[config.mk]
export PLATFORM = sky130hd
export DESIGN_NAME = serial_addsub_unit_flat
export DESIGN_NICKNAME = d
export VERILOG_FILES = /design/src/rtl/addsub_pkg.sv /design/src/rtl/serial_addsub_unit_if.sv /design/src/rtl/chunk_adder.sv /design/src/rtl/serial_addsub_unit.sv /design/src/flat_wrapper.sv
export SDC_FILE = /design/constraint.sdc
export NUM_CORES = 1
export LEC_CHECK = 0
export ABC_AREA = 1
export CORE_ASPECT_RATIO = 1.5
export CORE_MARGIN = 2
export CORE_UTILIZATION = 37
export DETAILED_ROUTE_END_ITERATION = 8
export GPL_ROUTABILITY_DRIVEN = 0
export HOLD_SLACK_MARGIN = 0.08
export PLACE_DENSITY = 0.66
export SYNTH_ARGS = -nofsm -noshare
export SYNTH_HDL_FRONTEND = slang
export SYNTH_SLANG_ARGS = --single-unit
[constraint.sdc]
create_clock -name clk -period 2.59 [get_ports clk]
set_input_delay 0.3885 -clock clk [delete_from_list [all_inputs] [get_ports clk]]
set_output_delay 0.3885 -clock clk [all_outputs]
set_load 0.02 [all_outputs]
[src/rtl/addsub_pkg.sv]
// Shared definitions for serial_addsub_unit: B-operand select encodings and FSM state type.
package addsub_pkg;

  localparam logic [1:0] OpB    = 2'b00;
  localparam logic [1:0] OpNotB = 2'b01;
  localparam logic [1:0] OpZero = 2'b10;
  localparam logic [1:0] OpOnes = 2'b11;

  typedef enum logic [1:0] {
    StIdle = 2'b00,
    StCalc = 2'b01,
    StDone = 2'b10
  } state_e;

endpackage

[src/rtl/serial_addsub_unit_if.sv]
// Request/response bus of serial_addsub_unit; ovf/zero exist only when ADDSUB_FLAGS_EN is defined.
interface serial_addsub_unit_if #(
  parameter int unsigned WIDTH = 16
);
  logic             in_valid;
  logic             in_ready;
  logic [WIDTH-1:0] a;
  logic [WIDTH-1:0] b;
  logic [1:0]       op;
  logic             cin;
  logic             out_valid;
  logic             out_ready;
  logic [WIDTH-1:0] d;
  logic             cout;
`ifdef ADDSUB_FLAGS_EN
  logic             ovf;
  logic             zero;

  modport master (
    output in_valid, a, b, op, cin, out_ready,
    input  in_ready, out_valid, d, cout, ovf, zero
  );
  modport slave (
    input  in_valid, a, b, op, cin, out_ready,
    output in_ready, out_valid, d, cout, ovf, zero
  );
`else
  modport master (
    output in_valid, a, b, op, cin, out_ready,
    input  in_ready, out_valid, d, cout
  );
  modport slave (
    input  in_valid, a, b, op, cin, out_ready,
    output in_ready, out_valid, d, cout
  );
`endif
endinterface

[src/rtl/chunk_adder.sv]
// Combinational WIDTH-bit ripple-carry adder; also exposes the carry into the MSB for overflow.
module chunk_adder #(
  parameter int unsigned WIDTH = 4
) (
  input  logic [WIDTH-1:0] a,
  input  logic [WIDTH-1:0] b,
  input  logic             cin,
  output logic [WIDTH-1:0] sum,
  output logic             cout,
  output logic             c_msb
);

  always_comb begin
    logic [WIDTH:0] c;
    c     = '0;
    sum   = '0;
    c[0]  = cin;
    for (int i = 0; i < WIDTH; i++) begin
      sum[i]   = a[i] ^ b[i] ^ c[i];
      c[i+1]   = (a[i] & b[i]) | (c[i] & (a[i] ^ b[i]));
    end
    cout  = c[WIDTH];
    c_msb = c[WIDTH-1];
  end

endmodule

[src/rtl/serial_addsub_unit.sv]
// Chunk-serial adder/subtractor: d = a + sel(op,b) + cin over WIDTH/CHUNK cycles.
// Optional signed-overflow and zero flags are built when ADDSUB_FLAGS_EN is defined.
module serial_addsub_unit
  import addsub_pkg::*;
#(
  parameter int unsigned WIDTH = 16,
  parameter int unsigned CHUNK = 4
) (
  input logic             clk,
  input logic             rst,
  serial_addsub_unit_if.slave bus
);

  localparam int unsigned NCHUNK = WIDTH / CHUNK;
  localparam int unsigned IdxW   = (NCHUNK > 1) ? $clog2(NCHUNK) : 1;
  localparam logic [IdxW-1:0] LastIdx = IdxW'(NCHUNK - 1);

  state_e            state_q;
  logic [IdxW-1:0]   idx_q;
  logic [WIDTH-1:0]  a_q;
  logic [WIDTH-1:0]  b_q;
  logic              carry_q;
  logic [WIDTH-1:0]  d_q;
  logic              cout_q;
  logic              out_valid_q;

  logic [WIDTH-1:0]  bsel;
  logic [CHUNK-1:0]  chunk_a;
  logic [CHUNK-1:0]  chunk_b;
  logic [CHUNK-1:0]  chunk_sum;
  logic              chunk_cout;
  logic              chunk_c_msb;
  logic [WIDTH-1:0]  d_new;
  logic              last_chunk;

  always_comb begin
    bsel = bus.b;
    unique case (bus.op)
      OpB:    bsel = bus.b;
      OpNotB: bsel = ~bus.b;
      OpZero: bsel = '0;
      OpOnes: bsel = '1;
      default: bsel = bus.b;
    endcase
  end

  assign chunk_a    = a_q[idx_q*CHUNK +: CHUNK];
  assign chunk_b    = b_q[idx_q*CHUNK +: CHUNK];
  assign last_chunk = (idx_q == LastIdx);

  chunk_adder #(
    .WIDTH (CHUNK)
  ) u_chunk_adder (
    .a     (chunk_a),
    .b     (chunk_b),
    .cin   (carry_q),
    .sum   (chunk_sum),
    .cout  (chunk_cout),
    .c_msb (chunk_c_msb)
  );

  // Full result as it will look after this CALC edge; feeds the zero flag.
  always_comb begin
    d_new = d_q;
    d_new[idx_q*CHUNK +: CHUNK] = chunk_sum;
  end

`ifdef ADDSUB_FLAGS_EN
  logic ovf_q;
  logic zero_q;
`else
  logic unused_c_msb;
  assign unused_c_msb = chunk_c_msb;
`endif

  always_ff @(posedge clk or posedge rst) begin
    if (rst) begin
      state_q     <= StIdle;
      idx_q       <= '0;
      a_q         <= '0;
      b_q         <= '0;
      carry_q     <= 1'b0;
      d_q         <= '0;
      cout_q      <= 1'b0;
      out_valid_q <= 1'b0;
`ifdef ADDSUB_FLAGS_EN
      ovf_q       <= 1'b0;
      zero_q      <= 1'b0;
`endif
    end else begin
      unique case (state_q)
        StIdle: begin
          if (bus.in_valid) begin
            a_q     <= bus.a;
            b_q     <= bsel;
            carry_q <= bus.cin;
            idx_q   <= '0;
            state_q <= StCalc;
          end
        end
        StCalc: begin
          d_q     <= d_new;
          carry_q <= chunk_cout;
          idx_q   <= idx_q + 1'b1;
          if (last_chunk) begin
            cout_q      <= chunk_cout;
            out_valid_q <= 1'b1;
            state_q     <= StDone;
`ifdef ADDSUB_FLAGS_EN
            ovf_q       <= chunk_c_msb ^ chunk_cout;
            zero_q      <= (d_new == '0);
`endif
          end
        end
        StDone: begin
          if (bus.out_ready) begin
            out_valid_q <= 1'b0;
            state_q     <= StIdle;
          end
        end
        default: state_q <= StIdle;
      endcase
    end
  end

  // in_ready drops combinationally with rst, not only after the next edge.
  assign bus.in_ready  = (state_q == StIdle) && !rst;
  assign bus.out_valid = out_valid_q;
  assign bus.d         = d_q;
  assign bus.cout      = cout_q;
`ifdef ADDSUB_FLAGS_EN
  assign bus.ovf       = ovf_q;
  assign bus.zero      = zero_q;
`endif

endmodule

[src/flat_wrapper.sv]
// flat-port wrapper written by rule: the top's interface ports become plain ports
module serial_addsub_unit_flat import addsub_pkg::*;
#(
  parameter int unsigned WIDTH = 16,
  parameter int unsigned CHUNK = 4
)
  (clk, rst, bus_in_valid, bus_a, bus_b, bus_op, bus_cin, bus_out_ready, bus_in_ready, bus_out_valid, bus_d, bus_cout);
  serial_addsub_unit_if #(.WIDTH(WIDTH)) bus_i ();
  input logic clk;
  input logic rst;
  input wire logic [$bits(bus_i.in_valid)-1:0] bus_in_valid;
  input wire logic [$bits(bus_i.a)-1:0] bus_a;
  input wire logic [$bits(bus_i.b)-1:0] bus_b;
  input wire logic [$bits(bus_i.op)-1:0] bus_op;
  input wire logic [$bits(bus_i.cin)-1:0] bus_cin;
  input wire logic [$bits(bus_i.out_ready)-1:0] bus_out_ready;
  output wire logic [$bits(bus_i.in_ready)-1:0] bus_in_ready;
  output wire logic [$bits(bus_i.out_valid)-1:0] bus_out_valid;
  output wire logic [$bits(bus_i.d)-1:0] bus_d;
  output wire logic [$bits(bus_i.cout)-1:0] bus_cout;
  assign bus_i.in_valid = bus_in_valid;
  assign bus_i.a = bus_a;
  assign bus_i.b = bus_b;
  assign bus_i.op = bus_op;
  assign bus_i.cin = bus_cin;
  assign bus_i.out_ready = bus_out_ready;
  assign bus_in_ready = bus_i.in_ready;
  assign bus_out_valid = bus_i.out_valid;
  assign bus_d = bus_i.d;
  assign bus_cout = bus_i.cout;
  serial_addsub_unit #(.WIDTH(WIDTH), .CHUNK(CHUNK)) u_core (.clk(clk), .rst(rst), .bus(bus_i));
endmodule
### Word level (Yosys, flattened, before mapping)

Index checks and enable logic that the tools add are counted.
W data, S select, Z words.

* input bits: 39
* bits in read-only memories: 0
* output and inout bits: 19
* register bits after elaboration: 55
* latch bits: 0
* memories: 0
* bits in writable memories: 0

* $lt $le $gt $ge: 0
* reduce and logical (&&, ||, !) cells: 11
* shift operators: 4
* multiplexer cells: 13
* multiply operators: 0
* bitwise logic cells: 21
* divide/modulo/power cells: 0
* eq/ne operators: 9
* add/subtract/negate cells: 2

Operator list (count)
* $pmux W16 S4: 1
* $neg A4 Y34: 1
* $shift A4 B34 Y16 const A: 1
* $shiftx A4 B34 Y16: 1
* $shiftx A16 B5 Y4: 2
* $bwmux W16: 1
* $not A16 Y16: 1
* $and A1 B1 Y1: 8
* $eq A2 B2 Y1 const B: 4
* $mux W2: 4
* $xor A1 B1 Y1: 8
* $pmux W2 S3: 1
* $reduce_and A2 Y1: 3
* $reduce_and A3 Y1: 2
* $eq A2 B1 Y1 const B: 2
* $logic_not A2 Y1: 2
* $ne A2 B2 Y1 const B: 2
* $or A1 B1 Y1: 4
* $pmux W1 S2: 2
* $pmux W2 S2: 1
* $reduce_bool A2 Y1: 2
* $mux W1: 3
* $add A2 B1 Y2 const B: 1
* $ne A2 B1 Y1 const B: 1
* 2 further kinds: 2

### Depth between registers and ports, before layout

Gate-level depths: netlist (run 1).

* depth after elaboration: 11
* gate-level depth with buffers: 18

### By module

A second synthesis (run 1) with hierarchy kept.

* cells, all modules: 388
* area total of the unflattened synthesis: 2989.1 µm²

By module, submodules not included
* serial_addsub_unit: instances 1, area an instance 2879.0 µm², seq. area each 1376.3 µm², cells each 376
* chunk_adder: instances 1, area an instance 110.1 µm², seq. area each 0.0 µm², cells each 12

### Worst setup path after synthesis (run 1)

Ideal clock, no wire load.

* path kind: register -> register
* start: register u_core.idx_q[0]
* end: register u_core.d_q[15] (netlist: u_core.bus.d[15])
* period minus slack after synthesis: 2838 ps
* arrival: 2722 ps
* slack: -248 ps
* cell stages (with the launch flop): 18
* data required time: 2473 ps
* path through: dfrtp_1 -> buf_2 -> inv_2 -> buf_2 -> o211ai_1 -> nand2_1 -> fa_1 -> inv_1 -> fa_1 -> fa_1 -> inv_1 -> fa_1 -> inv_1 -> nor2_1 -> nand2_1 -> inv_1 -> nand2_1 -> nand2_1

* longest elaborated chain between the ends: 11
* elaborated cells between the ends (all ways): 23
* classes of those cells: add/sub (1); shift (4); mux (1); bitwise (17)

Ends and longest elaborated chain
* start, declared: line serial_addsub_unit.sv:19 `logic [IdxW-1:0] idx_q;`
* start signal, assigned: line serial_addsub_unit.sv:104 `idx_q <= idx_q + 1'b1;`
* $shiftx A16 B5 Y4, on equally long branches: line serial_addsub_unit.sv:47, serial_addsub_unit.sv:48
* $xor A1 B1 Y1: line chunk_adder.sv:19, chunk_adder.sv:20
* $and A1 B1 Y1: line chunk_adder.sv:20 `c[i+1] = (a[i] & b[i]) | (c[i] & (a[i] ^ b[i]));`
* $or A1 B1 Y1: line chunk_adder.sv:20
* $and A1 B1 Y1: line chunk_adder.sv:20
* $or A1 B1 Y1: line chunk_adder.sv:20
* $and A1 B1 Y1: line chunk_adder.sv:20
* $or A1 B1 Y1: line chunk_adder.sv:20
* $xor A1 B1 Y1: line chunk_adder.sv:19 `sum[i] = a[i] ^ b[i] ^ c[i];`
* $shiftx A4 B34 Y16: line serial_addsub_unit.sv:65 `d_new[idx_q*CHUNK +: CHUNK] = chunk_sum;`
* $bwmux W16 *: line serial_addsub_unit.sv:65
* end signal, assigned: line serial_addsub_unit.sv:102 `d_q <= d_new;`
* end, declared: line serial_addsub_unit.sv:23 `logic [WIDTH-1:0] d_q;`

Every way passes the cells marked *; elsewhere a longest branch is shown, timed or not.
A chain may end at the register's enable or synchronous reset.

### Worst setup path in the final report (run 1)

Same ends and word-level chain as after synthesis.

==> results.tsv, run 1 <==
metric	value	unit
fillCellCount	767	
drv_cap	0	
viasPerCell	4.64	
ys_warn_count	0	
grt_pass1_vias	2429	
core	7660	sq um
place_inst	534	
pre_cts_slack	-0.0374	ns
synth_seq_area_share	47.1	%
crit_family	adder cells	
cp_slowest_stage_delay	0.44	ns
grt_max_degree	37	
dpl_cell_area	3610	sq um
worst_setup_path_end_kind	flop	
wl_met1	2690	um
hold_viol_final	0	
status	complete, but fails checks	
power.switching	1.95	mW
slew_violations	0	
vias	2517	
layout-drive-gt1-share	7.94	%
final_common_cell	nand2_1	
finish.net_count	489	
violations	negative setup slack	
cts_made_buffers	5	
top_layer	met4	
worstSetupPathType	flop to flop	
antenna-diode-count	0	
arrival	2.79	ns
final_area	3780	sq um
ys_seq_elements	55	
worst_slew_pin_slew	0.908	ns
maxSlewHeadroom	39.3	%
skew	0.00606	ns
swShare	43.3	%
grt_overflow	0	
start_kind	flop	
p_seq_share	32.8	%
die_x	76.6	um
dp_hpwl	4760	um
rr_startpoint	u_core.idx_q[0]	
port_buffers	57	
fin_crit	2.61	ns
hp-start	u_core.bus.out_valid	
route.met2.wl	3080	um
postCtsHoldBufs	0	
io_pins	58	
fp.dieArea	8640	sq um
htree_levels	2	
setup_slack	-0.0202	ns
syn_avg_cell_area	7.63	sq um
route.detailed.drc	0	
syn_inst	383	
fmax	0.383	GHz
met3_length	200	um
routed_wl	6110	um
power.share.clock	14.9	%
finalSetupViolations	1	
cts_root_buf	clkbuf_16	
drtIter0Drc	90	
hold_path_class	flop to flop	
drt.antenna.violating_nets	0	
crit_buf_inv	5	
wl_per_cell	11.3	um
crit_top_cell	nand2_1	
rsz0062_at_grt	yes	
postCtsSetupRepairBufs	0	
worst_hold_slack	0.480	ns
crit_chain	inv_6, nand2_2, o211ai_1, nand2_1, fa_2, inv_2, fa_2, fa_2, inv_2, fa_1, inv_1, nor2_2, nand2_1, inv_1, nand2_1, nand2_1	
mostFrequentLayoutCells	177 x nand2_1, 57 x clkdlybuf4s50_1, 54 x dfrtp_1	
die_h	113	um
synth_area	2920	sq um
fin_cells	543	
yosysUniqueCellTypes	22	
worstPathMaxFanout	6	
start_util	38.2	%
synth_nets	432	
grt_pass1_wl	10600	um
crit_required	2.77	ns
ir_worst_vdd	0.000417	V
cts_tree	built	
clk_path_buf_depth	2	
clkSlewWorstSetupHoldPaths	0.07	ns
combPwrFrac	52.3	%
leakage	1.86	nW
areaGrowthSynthToFinish	29.2	%
grt_usage	15.1	%
dr.pass1.iters	4	
finalSetupTns	-0.0202	ns
row_count	39	
min_period_over_period	101	%
cp-startpoint	u_core.idx_q[0]	
cts_sinks	55	
slowest_stage	dfrtp_2	
cellPowerDensity	1190	nW/um^2
antenna_found_initial	0	
clock_latency	0.29	ns
internal_power	2.56	mW
final cells by class:
cell class | count | area [sq um] | area share, %
sequential | 55 | 1380 | 36.5
clock inverter | 1 | 8.76 | 0.232
timing repair inverter | 1 | 6.26 | 0.166
timing repair buffer | 66 | 654 | 17.3
inverter | 26 | 104 | 2.75
tap | 102 | 128 | 3.38
clock buffer | 7 | 143 | 3.78
multi-input combinational | 285 | 1360 | 35.9
flip-flops by register name (all words and copies together) (netlist names):
register and cells:
u_core.bus.d 16, u_core.bus.out_valid 1, u_core.carry_q 1, u_core.bus.cout 1
u_core.idx_q 2, u_core.state_q 2, u_core.a_q 16, u_core.b_q 16
synth_stat cells, drive strengths merged:
master	number	share of area, %
o21ai	18	3.1
o31ai	1	0.26
nand4	1	0.21
nand3	53	9.1
inv	25	3.2
nand2	180	23
buf	15	3.3
nor2	14	2.5
o211ai	8	2.1
clkbuf	2	0.26
dfrtp	55	47
fa	4	2.7
clkinv	1	0.13
ha	6	2.6
metal layers:
metal	vias up	global-route usage [%]
met2	53	28.3
met3	10	2.23
met1	1126	17.0
met4	0	6.18
li1	1328	-
met5	-	0
kinds of logic (layout without fill, tap and decap cells):
family / count (synthesis) / count (layout) / synth area share, %
and+or+nand+nor: 248 / 248 / 35.3
buffers and inverters: 43 / 101 / 6.93
DFF: 55 / 55 / 47.1
AOI/OAI and AO/OA: 27 / 27 / 5.39
adders and majority gates: 10 / 10 / 5.31
power by group through the flow:
| stage | logic, mW | clock network [mW] | registers, mW |
|---|---|---|---|
| floorplan | 1.63 | 0 | 1.52 |
| global placement | 2.31 | 0 | 1.48 |
| detailed placement | 2.35 | 0 | 1.48 |
| CTS | 2.38 | 0.691 | 1.47 |
| global route | 2.67 | 0.719 | 1.53 |
| finish | 2.36 | 0.671 | 1.48 |
worst reg2reg max path, stage by stage (launching register included):
cell	delay, ns
dfrtp_2	0.44
inv_6	0.06
nand2_2	0.07
o211ai_1	0.10
nand2_1	0.10
fa_2	0.20
inv_2	0.04
fa_2	0.35
fa_2	0.34
inv_2	0.06
fa_1	0.41
inv_1	0.08
nor2_2	0.04
nand2_1	0.08
inv_1	0.04
nand2_1	0.05
nand2_1	0.04
path summary, 6_finish.rpt:
path / depth (start not counted) / to / slack (ns)
max reg2reg: 16 / u_core.bus.d[15] / -0.02
min in group asynchronous: 2 / u_core.a_q[3] / 0.49
min reg2reg: 2 / u_core.bus.out_valid / 0.48
max: 16 / u_core.bus.d[15] / -0.02
max in group asynchronous: 3 / u_core.idx_q[0] / 1.54
min: 2 / u_core.bus.out_valid / 0.48
per-stage QoR:
step | util (%) | power (mW)
after floorplan | - | 3.14
after global placement | 47.1 | 3.79
after detailed placement | 47.1 | 3.83
after CTS | 49.2 | 4.55
after global routing | 49.3 | 4.91
final | 49.3 | 4.51
timing repair:
| item | in CTS | in global routing |
|---|---|---|
| cloned | 1 | 0 |
| endpoints found under the hold margin | 0 | 0 |
| gates resized for setup | 3 | 3 |
| pin swaps | 0 | 3 |
| endpoints found under the setup margin | 2 | 4 |
Power figures use the tool's default switching activity.
==> run 2: changes to the inputs <==
Settings changed: HOLD_SLACK_MARGIN 0.08 to 0.02.
==> results of run 2 <==
The final DEF is identical to that of run 1; final timing and power are the same.
==> RTL edit 1: new RTL, flow settings as in run 1 <==
Make the reset (`rst`) synchronous in one clocked block.
--- a/src/rtl/serial_addsub_unit.sv
+++ b/src/rtl/serial_addsub_unit.sv
@@ -74,5 +74,5 @@
 `endif
 
-  always_ff @(posedge clk or posedge rst) begin
+  always_ff @(posedge clk) begin
     if (rst) begin
       state_q     <= StIdle;
Formal check against the unedited RTL: differs if rst is asserted again (counterexample within 4 cycles, from zero or initial values and one cycle with rst high); with rst held inactive, the same outputs for 10 cycles.
==> RTL edit 1 against run 1 <==
- design area shrank 3.6%
- largest cell class is now multi-input gates
- via count is 7.1% higher
- setup slack better by 0.056 ns
- global-route usage increased by 1.9 points
- synthesized area decreased by 4.3%
- non-clock buffer count is 4 higher
- sequential cell count did not move
- routed wire length increased by 7.1%
- critical path depth is 3 lower
- highest routed layer unchanged
Power is not compared: it rests on default switching activity, and its combinational part moved more than twofold at a synthesized area within 25%.
==> RTL edit 1: results (changes against run 1) <==
[grt]
grt_max_degree = 40  ; was 37
grt_pass1_vias = 2604  ; was 2429
grt_first_pass_wirelength_um = 11260  ; was 10600 um
antenna_found_initial = 0  ; unchanged
grt_util_all_layers_pct = 17.01  ; was 15.09%

[synthesis]
ys_types = 29  ; was 22
postSynthAreaPerCell_um2 = 6.790  ; was 7.631 um2
synthTopCellsByArea = dfxtp_1, nor2_1, nand2_1  ; was dfrtp_1, nand2_1, nand3_1
synth_top_cell_by_area = dfxtp_1  ; was dfrtp_1
synth_commonest_cells = nor2_1, nand2_1, dfxtp_1, o21ai_0, a21oi_1  ; was nand2_1, dfrtp_1, nand3_1, inv_1, o21ai_0
synth.net_count = 461  ; was 432
yosysSeqAreaShare_pct = 39.36  ; was 47.09%
async_flop_share_pct = 0  ; was 100.0%
yosysWarnings = 0  ; unchanged

[place]
dp.cells = 558  ; was 534
place.port_buffers = 57  ; unchanged
dp_hpwl_um = 5030  ; was 4759 um
dp_worst_setup_slack_ns = -0.05454  ; was -0.03741 ns

[setup_path]
arrival_ns = 2.81  ; was 2.79 ns
slowest_delay_ns = 0.57  ; was 0.44 ns
cp_slowest_cell = fa_1  ; was dfrtp_2
worstPathMaxFanout = 7  ; was 6

[clock_network]
cts_setup_buffers = 0  ; unchanged
cts_buffer_depth = 2  ; unchanged
clk_latency_ns = 0.31  ; was 0.29 ns
cts_made_buffers = 5  ; unchanged
root_buffer = clkbuf_8  ; was clkbuf_16
cts.reportedPaths.clkPinSlew_ns = 0.10  ; was 0.07 ns

[min_path]
hp-class = reg2reg  ; unchanged

[timing]
skew_ns = 0.005406  ; was 0.006061 ns
slew_headroom_pct = 65.68  ; was 39.30%

[route]
firstDrtPassIters = 4  ; unchanged
via_per_inst = 4.755  ; was 4.635
vias = 2696  ; was 2517
drt_iter0_markers = 109  ; was 90
wire_per_inst_um = 11.54  ; was 11.25 um

[power_and_ir_drop]
seqPwrFrac_pct = 50.1
p_int_w = 0.001310
vdd_ir_drop_max_mv = 0.2208
p_seq_w = 0.000939
leakagePower_nw = 1.511
power_frac_comb_pct = 23.1

[layout]
n_fill_cell = 756  ; was 767
fin_nets = 515  ; was 489
insertedDiodeCount = 0  ; unchanged
final_layout_size_suffix_gt1_share_pct = 11.13  ; was 7.937%

[run_status]
outcome = completed  ; was finished with violations

## RTL edit 1: cell types whose count changed after synthesis, sizes merged, moves of 33 or more
| cell | change |
|---|---|
| nand2 | -107 |
| nor2 | +83 |
| dfrtp | -55 |
| dfxtp | +55 |
| o21ai | +37 |
| a21oi | +33 |
## RTL edit 1: through the flow
stage,cell area [um2],setup TNS [ns],hold WS (ns)
finish,3641,0,0.4641
global placement,3471,0,0.4499
floorplan,2828,0,0.4238
global route,3641,-0.3427,0.4940
detailed placement,3471,-0.1060,0.4521
CTS,3573,0,0.4668
## RTL edit 1: cell type report
type,count,area (um2),share of cell area [%]
Inverter,31,122.6,3.368
Multi-Input combinational cell,303,1508,41.41
Clock buffer,6,82.58,2.268
Clock inverter,2,16.27,0.4467
Tap cell,100,125.1,3.436
Sequential cell,55,1106,30.38
Timing Repair Buffer,70,680.7,18.69
## RTL edit 1: critical path, delay by kind of cell, from the launching register on
| kind | cells | cell delay, ns |
|---|---|---|
| DFF | 1 | 0.40 |
| AOI/OAI and AO/OA | 3 | 0.33 |
| buffers and inverters | 3 | 0.24 |
| and+or+nand+nor | 3 | 0.21 |
| adders and majority gates | 4 | 1.29 |
## RTL edit 1: path summary, 6_finish.rpt
| kind | startpoint | to | slack (ns) | depth (start not counted) |
|---|---|---|---|---|
| setup / recovery | u_core.idx_q[0]$_SDFFE_PP0P_ | u_core.bus.d[15]$_SDFFE_PP0P_ | 0.04 | 13 |
| hold / removal | u_core.bus.out_valid$_SDFFE_PP0P_ | u_core.bus.out_valid$_SDFFE_PP0P_ | 0.46 | 2 |
| setup reg to reg | u_core.idx_q[0]$_SDFFE_PP0P_ | u_core.bus.d[15]$_SDFFE_PP0P_ | 0.04 | 13 |
| hold reg to reg | u_core.bus.out_valid$_SDFFE_PP0P_ | u_core.bus.out_valid$_SDFFE_PP0P_ | 0.46 | 2 |
## RTL edit 1: what timing repair did
item | 4_1_cts | 5_1_grt
pin swaps | 1 | 11
endpoints found under the setup margin | 3 | 6
hold buffers | 0 | 0
gates cloned | 0 | 1
resized for setup | 2 | 24
## RTL edit 1: kinds of logic (layout without fill, tap and decap cells)
logic type                 Yosys count  after routing  share of synthesized area (%)
and+or+nand+nor                    200            200                          29.29
AOI/OAI and AO/OA                   93             93                          16.91
DFF                                 55             55                          39.36
buffers and inverters               54            109                          8.900
adders and majority gates           10             10                          5.546
## RTL edit 1: layer usage
layer,track usage (%),part of all wire [%],routed length (um),up-vias
met5,0,0,0,-
met4,7.500,2.5,164,0
li1,-,-,-,1432
met1,19.19,42,2720,1196
met3,2.372,3.1,201,12
met2,30.23,53,3459,56
==> RTL edit 2: new RTL, config.mk and constraints of run 1 <==
Made on the original files. `CHUNK` is set to 4 in 2 places; all go to 2.
--- a/src/rtl/serial_addsub_unit.sv
+++ b/src/rtl/serial_addsub_unit.sv
@@ -5,5 +5,5 @@
 #(
   parameter int unsigned WIDTH = 16,
-  parameter int unsigned CHUNK = 4
+  parameter int unsigned CHUNK = 2
 ) (
   input logic             clk,
--- a/src/flat_wrapper.sv
+++ b/src/flat_wrapper.sv
@@ -3,5 +3,5 @@
 #(
   parameter int unsigned WIDTH = 16,
-  parameter int unsigned CHUNK = 4
+  parameter int unsigned CHUNK = 2
 )
   (clk, rst, bus_in_valid, bus_a, bus_b, bus_op, bus_cin, bus_out_ready, bus_in_ready, bus_out_valid, bus_d, bus_cout);
Formal check against the unedited RTL: not equivalent (Yosys sat finds a counterexample within 4 cycles, from zero or initial values and one cycle with rst high).
==> RTL edit 2 against run 1 <==
- routed wire length is 1.5% higher
- total power is 0.87% lower
- sequential cell count is 1 higher
- synthesized area is 3.4% higher
- setup slack better by 0.25 ns
- design area is 1.4% higher
- clock power hardly changed
- core utilization is 1.2 points lower
- critical endpoint is now u_core.bus.d[7]$_DFFE_PP0P_
==> RTL edit 2: results (changes against run 1) <==
[clock_network]
clk_latency_ns = 0.29  ; about the same
root_buffer = clkbuf_16  ; unchanged
cts_buffer_depth = 2  ; unchanged

[route]
drc_errors = 0  ; unchanged
firstDrtPassIters = 4  ; unchanged
wl_um = 6200  ; was 6110 um
drt_iter0_markers = 98  ; was 90
vias = 2513  ; was 2517
wire_per_inst_um = 11.03  ; was 11.25 um

[synthesis]
ys_types = 24  ; was 22
yosysSeqAreaShare_pct = 46.38  ; was 47.09%
synth.net_count = 447  ; was 432
synth_commonest_cells = nand2_1, dfrtp_1, inv_1, nand3_1, o21ai_0  ; was nand2_1, dfrtp_1, nand3_1, inv_1, o21ai_0
synth-edff-count = 0  ; unchanged
synthCells = 399  ; was 383
synthTopCellsByArea = dfrtp_1, nand2_1, inv_1  ; was dfrtp_1, nand2_1, nand3_1

[grt]
grt_first_pass_wirelength_um = 11040  ; was 10600 um
grt_max_degree = 50  ; was 37
antenna_found_initial = 0  ; unchanged
grt_pass1_vias = 2572  ; was 2429
grt_util_all_layers_pct = 15.54  ; was 15.09%

[setup_path]
arrival_ns = 2.58  ; was 2.79 ns
r2r_start = u_core.idx_q[1]$_DFFE_PP0P_  ; was u_core.idx_q[0]$_DFFE_PP0P_
worstPathMaxFanout = 9  ; was 6
r2r_slack_ns = 0.22  ; was -0.02 ns
cp_slowest_cell = fa_1  ; was dfrtp_2
reg2reg_depth = 10  ; was 16
slowest_delay_ns = 0.60  ; was 0.44 ns
r2r-end = u_core.bus.d[7]$_DFFE_PP0P_  ; was u_core.bus.d[15]$_DFFE_PP0P_

[timing]
timing.final.crit_share_pct = 91.32  ; was 100.8%
slew_headroom_pct = 55.07  ; was 39.30%
skew_ns = 0.004725  ; was 0.006061 ns

[layout]
final_layout_size_suffix_gt1_share_pct = 5.470  ; was 7.937%
n_fill_cell = 813  ; was 767
fin_nets = 504  ; was 489
insertedDiodeCount = 0  ; unchanged

[power_and_ir_drop]
vdd_ir_drop_max_mv = 0.4197  ; was 0.4171 mV
leakagePower_nw = 1.897  ; was 1.859 nW

[run_status]
outcome = completed  ; was finished with violations

[place]
dp_hpwl_um = 4776  ; was 4759 um
place.port_buffers = 57  ; unchanged
dp.cells = 554  ; was 534
dp_worst_setup_slack_ns = 0.2412  ; was -0.03741 ns

[min_path]
hp-class = in2async  ; was reg2reg

RTL edit 2: cell types whose count changed in the layout (fill, tap and decap cells not counted), moves of 8 or more:
cell,delta
o21ai_0,+12
o211ai_1,-8
nand3_1,-29
inv_1,+25
xor2_1,+16
RTL edit 2: cell families after synthesis:
logic type,count (synthesis),synth area share [%]
buffers and inverters,65,9.482
AND/OR/NAND/NOR,219,29.44
flip-flops,56,46.38
AO/OA/AOI/OAI,34,5.839
adder cells (fa/ha/maj),9,4.224
XOR/XNOR,16,4.638
RTL edit 2: routing by layer:
layer / GRT usage, % / up-vias / wire length (um)
li1: - / 1333 / -
met1: 17.08 / 1125 / 2664
met2: 28.33 / 48 / 3198
met3: 2.997 / 7 / 207
met4: 7.500 / 0 / 129
met5: 0 / - / 0
RTL edit 2: how the worst min path moves through the flow:
stage	end	slack (ns)	cells after the start
floorplan	u_core.b_q[0]$_DFFE_PP0P_	0.45	2
global placement	u_core.bus.d[8]$_DFFE_PP0P_	0.46	2
detailed placement	u_core.b_q[15]$_DFFE_PP0P_	0.47	2
CTS	u_core.bus.out_valid$_DFFE_PP0P_	0.45	2
global route	u_core.bus.out_valid$_DFFE_PP0P_	0.48	2
finish	u_core.bus.out_valid$_DFFE_PP0P_	0.44	2
RTL edit 2: final cells by class:
| class | instances | area [um2] | area share [%] |
|---|---|---|---|
| Tap cell | 105 | 131.4 | 3.430 |
| Clock buffer | 8 | 146.4 | 3.822 |
| Sequential cell | 56 | 1401 | 36.59 |
| Multi-Input combinational cell | 278 | 1334 | 34.83 |
| Timing Repair Buffer | 64 | 623.1 | 16.27 |
| Inverter | 51 | 193.9 | 5.064 |
RTL edit 2: per-stage QoR:
stage / hold WS [ns] / power, W / cell area (um2)
5_1_grt: 0.4834 / 0.004933 / 3830
3_3_place_gp: 0.4635 / 0.003781 / 3681
2_1_floorplan: 0.4488 / 0.003133 / 3022
4_1_cts: 0.4531 / 0.004510 / 3827
6_report: 0.4354 / 0.004472 / 3830
3_5_place_dp: 0.4675 / 0.003822 / 3681
RTL edit 2: repair_timing:
item | in CTS | in global routing
buffers inserted | 0 | 0
setup endpoints to repair | 0 | 3
gates resized for setup | 0 | 1
RTL edit 2: critical path, delay by kind of cell (launching register included):
family                   cells  cell delay (ns)
AND/OR/NAND/NOR              5             0.41
buffers and inverters        2             0.23
flip-flops                   1             0.46
AO/OA/AOI/OAI                1             0.18
adder cells (fa/ha/maj)      2             1.00
RTL edit 2: power breakdown:
| part | switching, W | internal (W) |
|---|---|---|
| combinational | 0.00145 | 0.000894 |
| sequential | 0.000206 | 0.00126 |
| clock | 0.000284 | 0.000386 |
